$ cat src/rtl/hacd_pkg.sv
// rtl/hacd_pkg.sv - shared types and constants for the hawk read-channel arbiter
package hacd_pkg;

  typedef enum logic [1:0] {
    IDLE = 2'd0,
    ADDR = 2'd1,
    DATA = 2'd2
  } rd_arb_state_t;

  localparam int RDARB_MAIN   = 0;
  localparam int RDARB_COMP   = 1;
  localparam int RDARB_DECOMP = 2;
  localparam int RDARB_CMPT   = 3;

  typedef struct packed {
    logic len_err;
    logic resp_err;
    logic timeout;
  } rd_arb_sts_t;

  // Index width that stays legal for a single-requester build.
  function automatic int idx_w(input int n);
    return (n > 1) ? $clog2(n) : 1;
  endfunction

endpackage

$ cat src/rtl/hawk_rr_arbiter.sv
// rtl/hawk_rr_arbiter.sv - combinational round-robin picker
// Searches from ptr_i+1 upward, wrapping, and returns the first set request.
module hawk_rr_arbiter
  import hacd_pkg::*;
#(
  parameter  int N  = 4,
  localparam int IW = idx_w(N)
) (
  input  logic [N-1:0]  req_i,
  input  logic [IW-1:0] ptr_i,
  output logic [N-1:0]  gnt_oh_o,
  output logic [IW-1:0] gnt_idx_o,
  output logic          any_o
);

  int            s;
  logic [IW-1:0] k;

  always_comb begin
    gnt_oh_o  = '0;
    gnt_idx_o = '0;
    any_o     = 1'b0;
    s         = 0;
    k         = '0;
    for (int i = 1; i <= N; i++) begin
      s = int'(ptr_i) + i;
      if (s >= N) s = s - N;
      k = IW'(s);
      if (!any_o && req_i[k]) begin
        any_o       = 1'b1;
        gnt_oh_o[k] = 1'b1;
        gnt_idx_o   = k;
      end
    end
  end

endmodule

$ cat src/rtl/hawk_axi_rd_arb.sv
// rtl/hawk_axi_rd_arb.sv - round-robin arbiter sharing one AXI4 read master
// One burst outstanding at a time; R beats are routed back to the granted requester.
module hawk_axi_rd_arb
  import hacd_pkg::*;
#(
  parameter  int NUM_REQ     = 4,
  parameter  int ADDR_W      = 64,
  parameter  int DATA_W      = 512,
  parameter  int TIMEOUT_CYC = 4096,
  localparam int IW          = idx_w(NUM_REQ),
  localparam int WD_W        = $clog2(TIMEOUT_CYC + 1)
) (
  input  logic                      clk_i,
  input  logic                      rst_i,
  input  logic [NUM_REQ-1:0]        req_arvalid_i,
  input  logic [NUM_REQ*ADDR_W-1:0] req_addr_i,
  input  logic [NUM_REQ*8-1:0]      req_arlen_i,
  output logic [NUM_REQ-1:0]        req_arready_o,
  output logic [NUM_REQ-1:0]        req_rvalid_o,
  input  logic [NUM_REQ-1:0]        req_rready_i,
  output logic [DATA_W-1:0]         rdata_o,
  output logic [1:0]                rresp_o,
  output logic                      rlast_o,
  output logic                      m_arvalid_o,
  output logic [ADDR_W-1:0]         m_araddr_o,
  output logic [7:0]                m_arlen_o,
  input  logic                      m_arready_i,
  input  logic                      m_rvalid_i,
  input  logic [DATA_W-1:0]         m_rdata_i,
  input  logic [1:0]                m_rresp_i,
  input  logic                      m_rlast_i,
  output logic                      m_rready_o,
  output logic [IW-1:0]             grant_o,
  output logic                      busy_o,
  input  logic                      clr_err_i,
  output logic                      len_err_o,
  output logic                      resp_err_o,
  output logic                      timeout_o
);

  rd_arb_state_t     state_q, state_d;
  logic [IW-1:0]     ptr_q, ptr_d, grant_q, grant_d;
  logic [ADDR_W-1:0] araddr_q, araddr_d;
  logic [7:0]        arlen_q, arlen_d, beat_q, beat_d;
  logic              arvalid_q, arvalid_d;
  logic [WD_W-1:0]   wdog_q, wdog_d;
  rd_arb_sts_t       sts_q, sts_d;

  logic [NUM_REQ-1:0] arb_oh;
  logic [IW-1:0]      arb_idx;
  logic               arb_any;
  logic               ar_hs, r_hs, stall;
  logic [ADDR_W-1:0]  addr_arr [NUM_REQ];
  logic [7:0]         len_arr  [NUM_REQ];

  for (genvar gi = 0; gi < NUM_REQ; gi++) begin : g_unpack
    assign addr_arr[gi] = req_addr_i[gi*ADDR_W +: ADDR_W];
    assign len_arr[gi]  = req_arlen_i[gi*8 +: 8];
  end

  hawk_rr_arbiter #(.N(NUM_REQ)) u_rr (
    .req_i     (req_arvalid_i),
    .ptr_i     (ptr_q),
    .gnt_oh_o  (arb_oh),
    .gnt_idx_o (arb_idx),
    .any_o     (arb_any)
  );

  assign ar_hs = (state_q == ADDR) && m_arready_i;
  assign r_hs  = (state_q == DATA) && m_rvalid_i && m_rready_o;
  assign stall = (state_q != IDLE) && !ar_hs && !r_hs;

  always_ff @(posedge clk_i or posedge rst_i) begin
    if (rst_i) state_q <= IDLE;
    else       state_q <= state_d;
  end

  always_comb begin
    state_d = state_q;
    case (state_q)
      IDLE:    if (arb_any) state_d = ADDR;
      ADDR:    if (m_arready_i) state_d = DATA;
      DATA:    if (r_hs && m_rlast_i) state_d = IDLE;
      default: state_d = IDLE;
    endcase
  end

  always_comb begin
    req_arready_o = '0;
    req_rvalid_o  = '0;
    m_rready_o    = 1'b0;
    rdata_o       = '0;
    rresp_o       = '0;
    rlast_o       = 1'b0;
    if (state_q == IDLE && !rst_i) req_arready_o = arb_oh;
    if (state_q == DATA) begin
      m_rready_o            = req_rready_i[grant_q];
      req_rvalid_o[grant_q] = m_rvalid_i;
      rdata_o               = m_rdata_i;
      rresp_o               = m_rresp_i;
      rlast_o               = m_rlast_i;
    end
  end

  always_comb begin
    ptr_d          = ptr_q;
    grant_d        = grant_q;
    araddr_d       = araddr_q;
    arlen_d        = arlen_q;
    arvalid_d      = arvalid_q;
    beat_d         = beat_q;
    sts_d.len_err  = sts_q.len_err  & ~clr_err_i;
    sts_d.resp_err = sts_q.resp_err & ~clr_err_i;
    sts_d.timeout  = sts_q.timeout  & ~clr_err_i;
    wdog_d         = '0;
    if (stall) begin
      if (wdog_q != WD_W'(TIMEOUT_CYC)) wdog_d = wdog_q + 1'b1;
      else                              wdog_d = wdog_q;
      if (wdog_q == WD_W'(TIMEOUT_CYC - 1)) sts_d.timeout = 1'b1;
    end
    case (state_q)
      IDLE: begin
        if (arb_any) begin
          araddr_d  = addr_arr[arb_idx];
          arlen_d   = len_arr[arb_idx];
          arvalid_d = 1'b1;
          grant_d   = arb_idx;
        end
      end
      ADDR: begin
        if (m_arready_i) begin
          arvalid_d = 1'b0;
          beat_d    = '0;
        end
      end
      DATA: begin
        if (r_hs) begin
          if (beat_q != 8'hFF) beat_d = beat_q + 8'd1;
          // Error on early rlast, and equally on a missing rlast at the final beat.
          if (m_rlast_i != (beat_q == arlen_q)) sts_d.len_err = 1'b1;
          if (m_rresp_i != 2'b00) sts_d.resp_err = 1'b1;
          if (m_rlast_i) ptr_d = grant_q;
        end
      end
      default: ;
    endcase
  end

  always_ff @(posedge clk_i or posedge rst_i) begin
    if (rst_i) begin
      ptr_q     <= IW'(NUM_REQ - 1);
      grant_q   <= '0;
      araddr_q  <= '0;
      arlen_q   <= '0;
      arvalid_q <= 1'b0;
      beat_q    <= '0;
      wdog_q    <= '0;
      sts_q     <= '0;
    end else begin
      ptr_q     <= ptr_d;
      grant_q   <= grant_d;
      araddr_q  <= araddr_d;
      arlen_q   <= arlen_d;
      arvalid_q <= arvalid_d;
      beat_q    <= beat_d;
      wdog_q    <= wdog_d;
      sts_q     <= sts_d;
    end
  end

  assign m_arvalid_o = arvalid_q;
  assign m_araddr_o  = araddr_q;
  assign m_arlen_o   = arlen_q;
  assign grant_o     = grant_q;
  assign busy_o      = (state_q != IDLE);
  assign len_err_o   = sts_q.len_err;
  assign resp_err_o  = sts_q.resp_err;
  assign timeout_o   = sts_q.timeout;

endmodule

$ cat config.mk
export PLATFORM = sky130hd
export DESIGN_NAME = hawk_axi_rd_arb
export DESIGN_NICKNAME = d
export VERILOG_FILES = /design/src/rtl/hacd_pkg.sv /design/src/rtl/hawk_rr_arbiter.sv /design/src/rtl/hawk_axi_rd_arb.sv
export SDC_FILE = /design/constraint.sdc
export NUM_CORES = 1
export LEC_CHECK = 0
export BUFFER_PORTS_ARGS = -buffer_cell sky130_fd_sc_hd__clkbuf_2
export CORE_AREA = 2 2 559 561
export DETAILED_ROUTE_END_ITERATION = 7
export DIE_AREA = 0 0 561 563
export SETUP_SLACK_MARGIN = 0.3
export SLEW_MARGIN = 25
export SYNTH_ARGS = -nofsm -noshare
export SYNTH_HDL_FRONTEND = slang
export SYNTH_SLANG_ARGS = --single-unit
$ cat constraint.sdc
create_clock -name clk_i -period 4.1 [get_ports clk_i]
set_clock_uncertainty 0.05 [all_clocks]
set_input_delay 0.82 -clock clk_i [delete_from_list [all_inputs] [get_ports clk_i]]
set_output_delay 0.82 -clock clk_i [all_outputs]
set_load 0.01 [all_outputs]
==> results.ini, run 1 <==
[status]
outcome=aborted with a tool error
stop_stage=global placement (3_3_place_gp)
stop_error=[ERROR GPL-0305] RePlAce diverged during gradient descent calculation, resulting in an invalid step length (Inf or NaN). This is often caused by numerical instability ...

[floorplan]
die_h_um=563
row_count=205
start_util=0.0389
die_width_um=561
ios=1419

[synthesis]
netlist_top_cells_area=and2_1 27%, dfrtp_1 21%, nor4_1 4.7%
synth_cells=1591
synth_xor_area_frac=0.0160
synth_edf_count=0
synth_top_area_share=0.268
avgSynthCellArea_sq_um=7.58
synth_compound_area_frac=0.126
seq_area_frac_synth=0.214
synth_nets=2418
async_reset_ff_frac=1.00
synthFlopType=dfrtp_1
synth-simple-area-share=0.468
synth_top_family_by_area=simple AND/OR/NAND/NOR gates
yosysWarnings=0
yosys.area.top_type=and2_1
synthMuxAreaShare=0.100
synth_fa_ha_area_frac=0.0114
synth_area_sq_um=12100
synth-seq-cells=103
ys_types=68

[placed_design]
port_buffers=1418

[cell families after synthesis]
kind of cell | Yosys count
AOI/OAI and AO/OA | 206
muxes | 108
DFF | 103
adders and majority gates | 11
and+or+nand+nor | 967
buffers and inverters | 174
xor gates and xnor gates | 22
[synth_stat cells, drive strengths merged (4+ instances only)]
library cell and count:
nand4 10, a21oi 51, o21ai 9, nand2 91, mux4 5, a221oi 4, nor2 83, xnor2 14
and2 517, or3 4, mux2i 55, o221ai 25, ha 11, clkbuf 122, buf 40, o22ai 47
inv 12, nor4 90, and3 5, xor2 8, or4 45, nand2b 47, dfrtp 101, mux2 48
a22oi 4, nor2b 4, o2111ai 44, nor3 5, nand3 53
==> run 2: changes to the inputs <==
--- a/config.mk
+++ b/config.mk
@@ -6,10 +6,10 @@
 export NUM_CORES = 1
 export LEC_CHECK = 0
 export BUFFER_PORTS_ARGS = -buffer_cell sky130_fd_sc_hd__clkbuf_2
-export CORE_AREA = 2 2 559 561
+export CORE_AREA = 2 2 558 560
 export DETAILED_ROUTE_END_ITERATION = 7
-export DIE_AREA = 0 0 561 563
-export SETUP_SLACK_MARGIN = 0.3
+export DIE_AREA = 0 0 560 562
+export PLACE_DENSITY_LB_ADDON = 0.15
 export SLEW_MARGIN = 25
 export SYNTH_ARGS = -nofsm -noshare
 export SYNTH_HDL_FRONTEND = slang
==> constraint.sdc (replaced) <==
create_clock -name clk_i -period 5.3 [get_ports clk_i]
set_clock_uncertainty 0.05 [all_clocks]
set_input_delay 1.06 -clock clk_i [delete_from_list [all_inputs] [get_ports clk_i]]
set_output_delay 1.06 -clock clk_i [all_outputs]
set_load 0.01 [all_outputs]
==> results.ini, run 2 <==
[power]
p_per_area_nw_per_um2=493
p_leak_uw=0.0110
finalPower_uw=12000
peakVddDrop_mv=0.492

[cts]
cts_hold_buf=0
clkLatencyLatePin_ns=0.42
cts_post_setup_buffers_inserted=0
cts_root_buf=clkbuf_16
clkSinkCount=103
cts-resized-gates=0
htreeDepth=3
cts_tree=built
cts_made_buffers=9
clkTransAtPathRegs_ns=0.12
clk_path_buf_depth=2

[grt]
antenna_found_initial=127
grt_pass1_vias=19080
overflow=0
grt_pass1_wl_um=248000
grt.total_usage=0.123
grt_max_degree=151

[timing]
worst_pin_slew_ns=1.10
maxSlewViolCount=0
setup-tns-final_ns=0
hold_viol_final=0
setup_violations=0
fmax_ghz=0.220
min_period_over_period=0.857
holdWs_ns=0.438
period_needed_ns=4.54
rsz0062_at_grt=no
max-slew-margin-rel=0.268

[drt]
vias=18753
dr.pass1.iters=5
wl_per_cell_um=29.0
antenna_left=0
via_per_inst=2.66
drt-total-wl_um=204000
drt_iter0_markers=1009
drc=0

[synthesis]
synth.most_common_cell=and2_1
yosys.area.top_type=and2_1
synthFlopType=dfrtp_1
netlist_top_cells_area=and2_1 27%, dfrtp_1 21%, nor4_1 4.7%
async_reset_ff_frac=1.00
synth_nets=2418
ys_types=68
synth_edf_count=0
synth_area_sq_um=12100
avgSynthCellArea_sq_um=7.58
synth_cells=1591
synth_top_area_share=0.268
yosysWarnings=0
yosys-top-cells-count=516 x and2_1, 118 x clkbuf_1, 101 x dfrtp_1
synth-seq-cells=103
seq_area_frac_synth=0.214

[layout]
multi_input_area_sq_um=8740
layout-drive-gt1-share=0.532
layout_commonest_cell=clkbuf_2
largest_reg_flops=64
area_growth_pct=102
fin_nets=3714
n_fill_cell=36809
ff_latch_area_sq_um=2580
final_cell_mix=1418 x clkbuf_2, 516 x and2_1, 101 x dfrtp_1

[floorplan]
ios=1419
row_count=204
die_width_um=560
coreArea_sq_um=308000
die_area_sq_um=315000
die_h_um=562
start_util=0.0391

[worst_hold_path]
worstHoldPathType=reg -> reg

[worst_setup_path]
worstPathCellList=inv_1 > ha_1 > mux4_4 > nor3_1 > a221oi_1 > nor2_1 > clkbuf_2
critPathArrivalTime_ns=3.43
end_kind=primary output
critical_path_class=reg -> out
crit_required_ns=4.19
crit_path_max_incr_delay_ns=0.70
critPathMaxFanout=20
critPathLaunchType=flop
cpMaxStageDelayCell=dfstp_2

[placed_design]
place_congestion=0.999
dp_hpwl_um=181000
port_buffers=1418

[status]
outcome=finished, final reports clean

[flow_run]
cap_violations=0

[run 2: critical path, delay by kind of cell, from the launching register on]
| family | cells | cell delay (ns) |
|---|---|---|
| AOI/OAI and AO/OA | 1 | 0.16 |
| adders and majority gates | 1 | 0.47 |
| buffers and inverters | 2 | 0.38 |
| DFF | 1 | 0.70 |
| muxes | 1 | 0.67 |
| and+or+nand+nor | 2 | 0.62 |
[run 2: per-stage QoR]
stage	util	instances	setup WS [ns]	area (sq um)
6_report	0.0791	7045	0.756	24400
2_1_floorplan	-	1591	0.325	12100
4_1_cts	0.0789	7012	0.693	24300
3_5_place_dp	0.0779	6996	1.13	24000
3_3_place_gp	0.0779	6996	1.13	24000
5_1_grt	0.0789	7015	0.469	24300
[run 2: cell type report]
class                           instances  share of cell area
Clock buffer                            9             0.00923
Inverter                               12             0.00205
Clock inverter                          7             0.00333
Multi-Input combinational cell       1314               0.358
Sequential cell                       103               0.106
Tap cell                             4120               0.211
Timing Repair Buffer                 1447               0.306
Antenna cell                           33             0.00338
[run 2: per-layer routing]
| metal | part of all wire | up-vias | track usage | routed length, um |
|---|---|---|---|---|
| met5 | 0.0025 | - | 0 | 512 |
| met3 | 0.078 | 208 | 0.0402 | 15900 |
| met1 | 0.39 | 9238 | 0.139 | 79500 |
| met4 | 0.023 | 80 | 0.0241 | 4660 |
| met2 | 0.51 | 1004 | 0.224 | 103000 |
| li1 | - | 8223 | - | - |
[run 2: report_power, final]
part | switching (uW) | internal, uW
registers | 317 | 1140
clock network | 481 | 378
logic | 6610 | 3090
[run 2: final timing paths]
kind	start	endpoint	slack, ns	depth (start not counted)
setup / recovery	ptr_q[1]$_DFFE_PP1P_	req_arready_o[2]	0.76	7
hold / removal	m_arvalid_o$_DFFE_PP0P_	m_arvalid_o$_DFFE_PP0P_	0.44	2
setup reg to reg	ptr_q[1]$_DFFE_PP1P_	m_araddr_o[49]$_DFFE_PP0P_	1.35	7
hold reg to reg	m_arvalid_o$_DFFE_PP0P_	m_arvalid_o$_DFFE_PP0P_	0.44	2
max in group asynchronous	rst_i	m_arlen_o[0]$_DFFE_PP0P_	3.12	3
min in group asynchronous	rst_i	m_araddr_o[11]$_DFFE_PP0P_	0.70	2
[run 2: logic make-up (layout without fill, tap and decap cells)]
logic type | count (synthesis) | after routing | synth area share
AOI/OAI and AO/OA | 206 | 206 | 0.126
xor gates and xnor gates | 22 | 22 | 0.0160
adders and majority gates | 11 | 11 | 0.0114
buffers and inverters | 174 | 1475 | 0.0645
DFF | 103 | 103 | 0.214
muxes | 108 | 108 | 0.100
other | 0 | 33 | 0
and+or+nand+nor | 967 | 967 | 0.468
(Power assumes the default switching activity.)
==> run 3: changes to the inputs <==
==> constraint.sdc (replaced) <==
create_clock -name clk_i -period 4.3 [get_ports clk_i]
set_clock_uncertainty 0.05 [all_clocks]
set_input_delay 0.86 -clock clk_i [delete_from_list [all_inputs] [get_ports clk_i]]
set_output_delay 0.86 -clock clk_i [all_outputs]
set_load 0.01 [all_outputs]
==> results.ini, run 3 (synthesis results as in run 2) <==
[power]
p_per_area_nw_per_um2=602
peakVddDrop_mv=0.495
p_leak_uw=0.0112
finalPower_uw=14900

[timing]
min_period_over_period=0.949
period_needed_ns=4.08
worst_pin_slew_ns=0.886
rsz0062_at_grt=no
setup_ws_ns=0.220
setup-tns-final_ns=0
setup_violations=0
maxSlewViolCount=0
fmax_ghz=0.245
max-slew-margin-rel=0.409
hold_viol_final=0

[layout]
finalNonFillerCells=7074
layout_commonest_cell=clkbuf_2
fin_util=0.0801
ff_latch_area_sq_um=2580
layout-drive-gt1-share=0.537
final_cell_mix=1418 x clkbuf_2, 516 x and2_1, 101 x dfrtp_1
area_growth_pct=105
n_fill_cell=36808
largest_reg_flops=64
multi_input_area_sq_um=8770
fin_nets=3737

[cts]
clkTransAtPathRegs_ns=0.10
cts_root_buf=clkbuf_16
htreeDepth=3
clkSinkCount=103
cts_made_buffers=9
cts_hold_buf=0
clkLatencyLatePin_ns=0.41
clk_path_buf_depth=2
cts_post_setup_buffers_inserted=0
cts_tree=built

[worst_setup_path]
reg2reg_depth=9
r2r_slack_ns=0.54
crit_path_max_incr_delay_ns=0.69
critPathMaxFanout=12
critical_path_class=reg -> out
critPathArrivalTime_ns=3.17
r2r_start=ptr_q[1]$_DFFE_PP1P_
r2r_end=m_araddr_o[62]$_DFFE_PP0P_
worstPathCellList=inv_1 > ha_2 > mux4_4 > nor3_2 > a221oi_1 > nor2_1 > clkbuf_2
cpMaxStageDelayCell=dfstp_2
end_kind=primary output
crit_buf_inv=2
crit_required_ns=3.39
critPathLaunchType=flop
cpLargestDelayFamily=flip-flops

[worst_hold_path]
whs_endpoint=m_araddr_o[8]$_DFFE_PP0P_
min_from=m_araddr_o[8]$_DFFE_PP0P_
worstHoldPathType=reg -> reg
min_path_cells=2

[grt]
grt_max_degree=104
grt.total_usage=0.124
grt_pass1_vias=18673
antenna_found_initial=170
grt_pass1_wl_um=248000
overflow=0

[floorplan]
die_h_um=562
coreArea_sq_um=308000
die_area_sq_um=315000
ios=1419
start_util=0.0391
die_width_um=560
row_count=204

[drt]
dr.pass1.iters=5
vias=18903
drt_iter0_markers=1099
wl_per_cell_um=29.0
drt-total-wl_um=205000
via_per_inst=2.67
drc=0
antenna_left=0

[flow_run]
cap_violations=0

[placed_design]
dp_slack_ns=0.426
dp_hpwl_um=184000
place_congestion=0.904
port_buffers=1418
dp_cells=7018

[status]
outcome=finished, final reports clean

-- run 3: metal layers --
metal,vias to the layer above,track usage,wire (um)
met4,138,0.0186,3290
met3,256,0.0598,19500
met2,1029,0.232,107000
li1,8270,-,-
met1,9210,0.125,74100
met5,-,0,904
-- run 3: per-stage QoR --
step,cell area [sq um],hold WS [ns]
after floorplan,12100,0.405
after global placement,24200,0.417
after detailed placement,24200,0.420
after CTS,24600,0.445
after global routing,24600,0.461
final,24700,0.438
-- run 3: final cells by class --
cell class	instances	share of cell area
multi-input cells	1315	0.355
clock buffers	9	0.00912
repair buffers	1469	0.312
diodes	39	0.00395
inverters	12	0.00197
well taps	4120	0.209
clock inverters	7	0.00430
flip-flops and latches	103	0.105
-- run 3: what timing repair did --
action,in CTS,in global routing
resized for setup,1,1
setup endpoints to repair,4,4
gates cloned,0,1
-- run 3: where the power goes --
part | leakage (uW) | total (uW) | internal [uW] | switching (uW)
logic | 0.00972 | 11900 | 4030 | 7900
clock network | 0.000159 | 1100 | 523 | 578
registers | 0.00129 | 1850 | 1410 | 437
-- run 3: how the worst max path moves through the flow --
stage	from	endpoint	slack [ns]	depth (start not counted)
3_5_place_dp	ptr_q[1]$_DFFE_PP1P_	m_araddr_o[62]$_DFFE_PP0P_	0.43	9
2_1_floorplan	ptr_q[0]$_DFFE_PP1P_	req_arready_o[0]	0.41	11
6_report	ptr_q[1]$_DFFE_PP1P_	req_arready_o[2]	0.22	7
4_1_cts	ptr_q[1]$_DFFE_PP1P_	req_arready_o[2]	0.05	7
3_3_place_gp	ptr_q[1]$_DFFE_PP1P_	m_araddr_o[62]$_DFFE_PP0P_	0.49	9
5_1_grt	ptr_q[1]$_DFFE_PP1P_	req_arready_o[0]	0.0002	7
-- run 3: worst register-to-register path, cell delays in order, from the launching register on --
cell	delay, ns
dfstp_2	0.69
inv_1	0.21
ha_2	0.47
mux4_4	0.59
and2_4	0.23
a31oi_4	0.52
buf_12	0.28
o22ai_1	0.12
or4_1	0.44
nand3_1	0.10
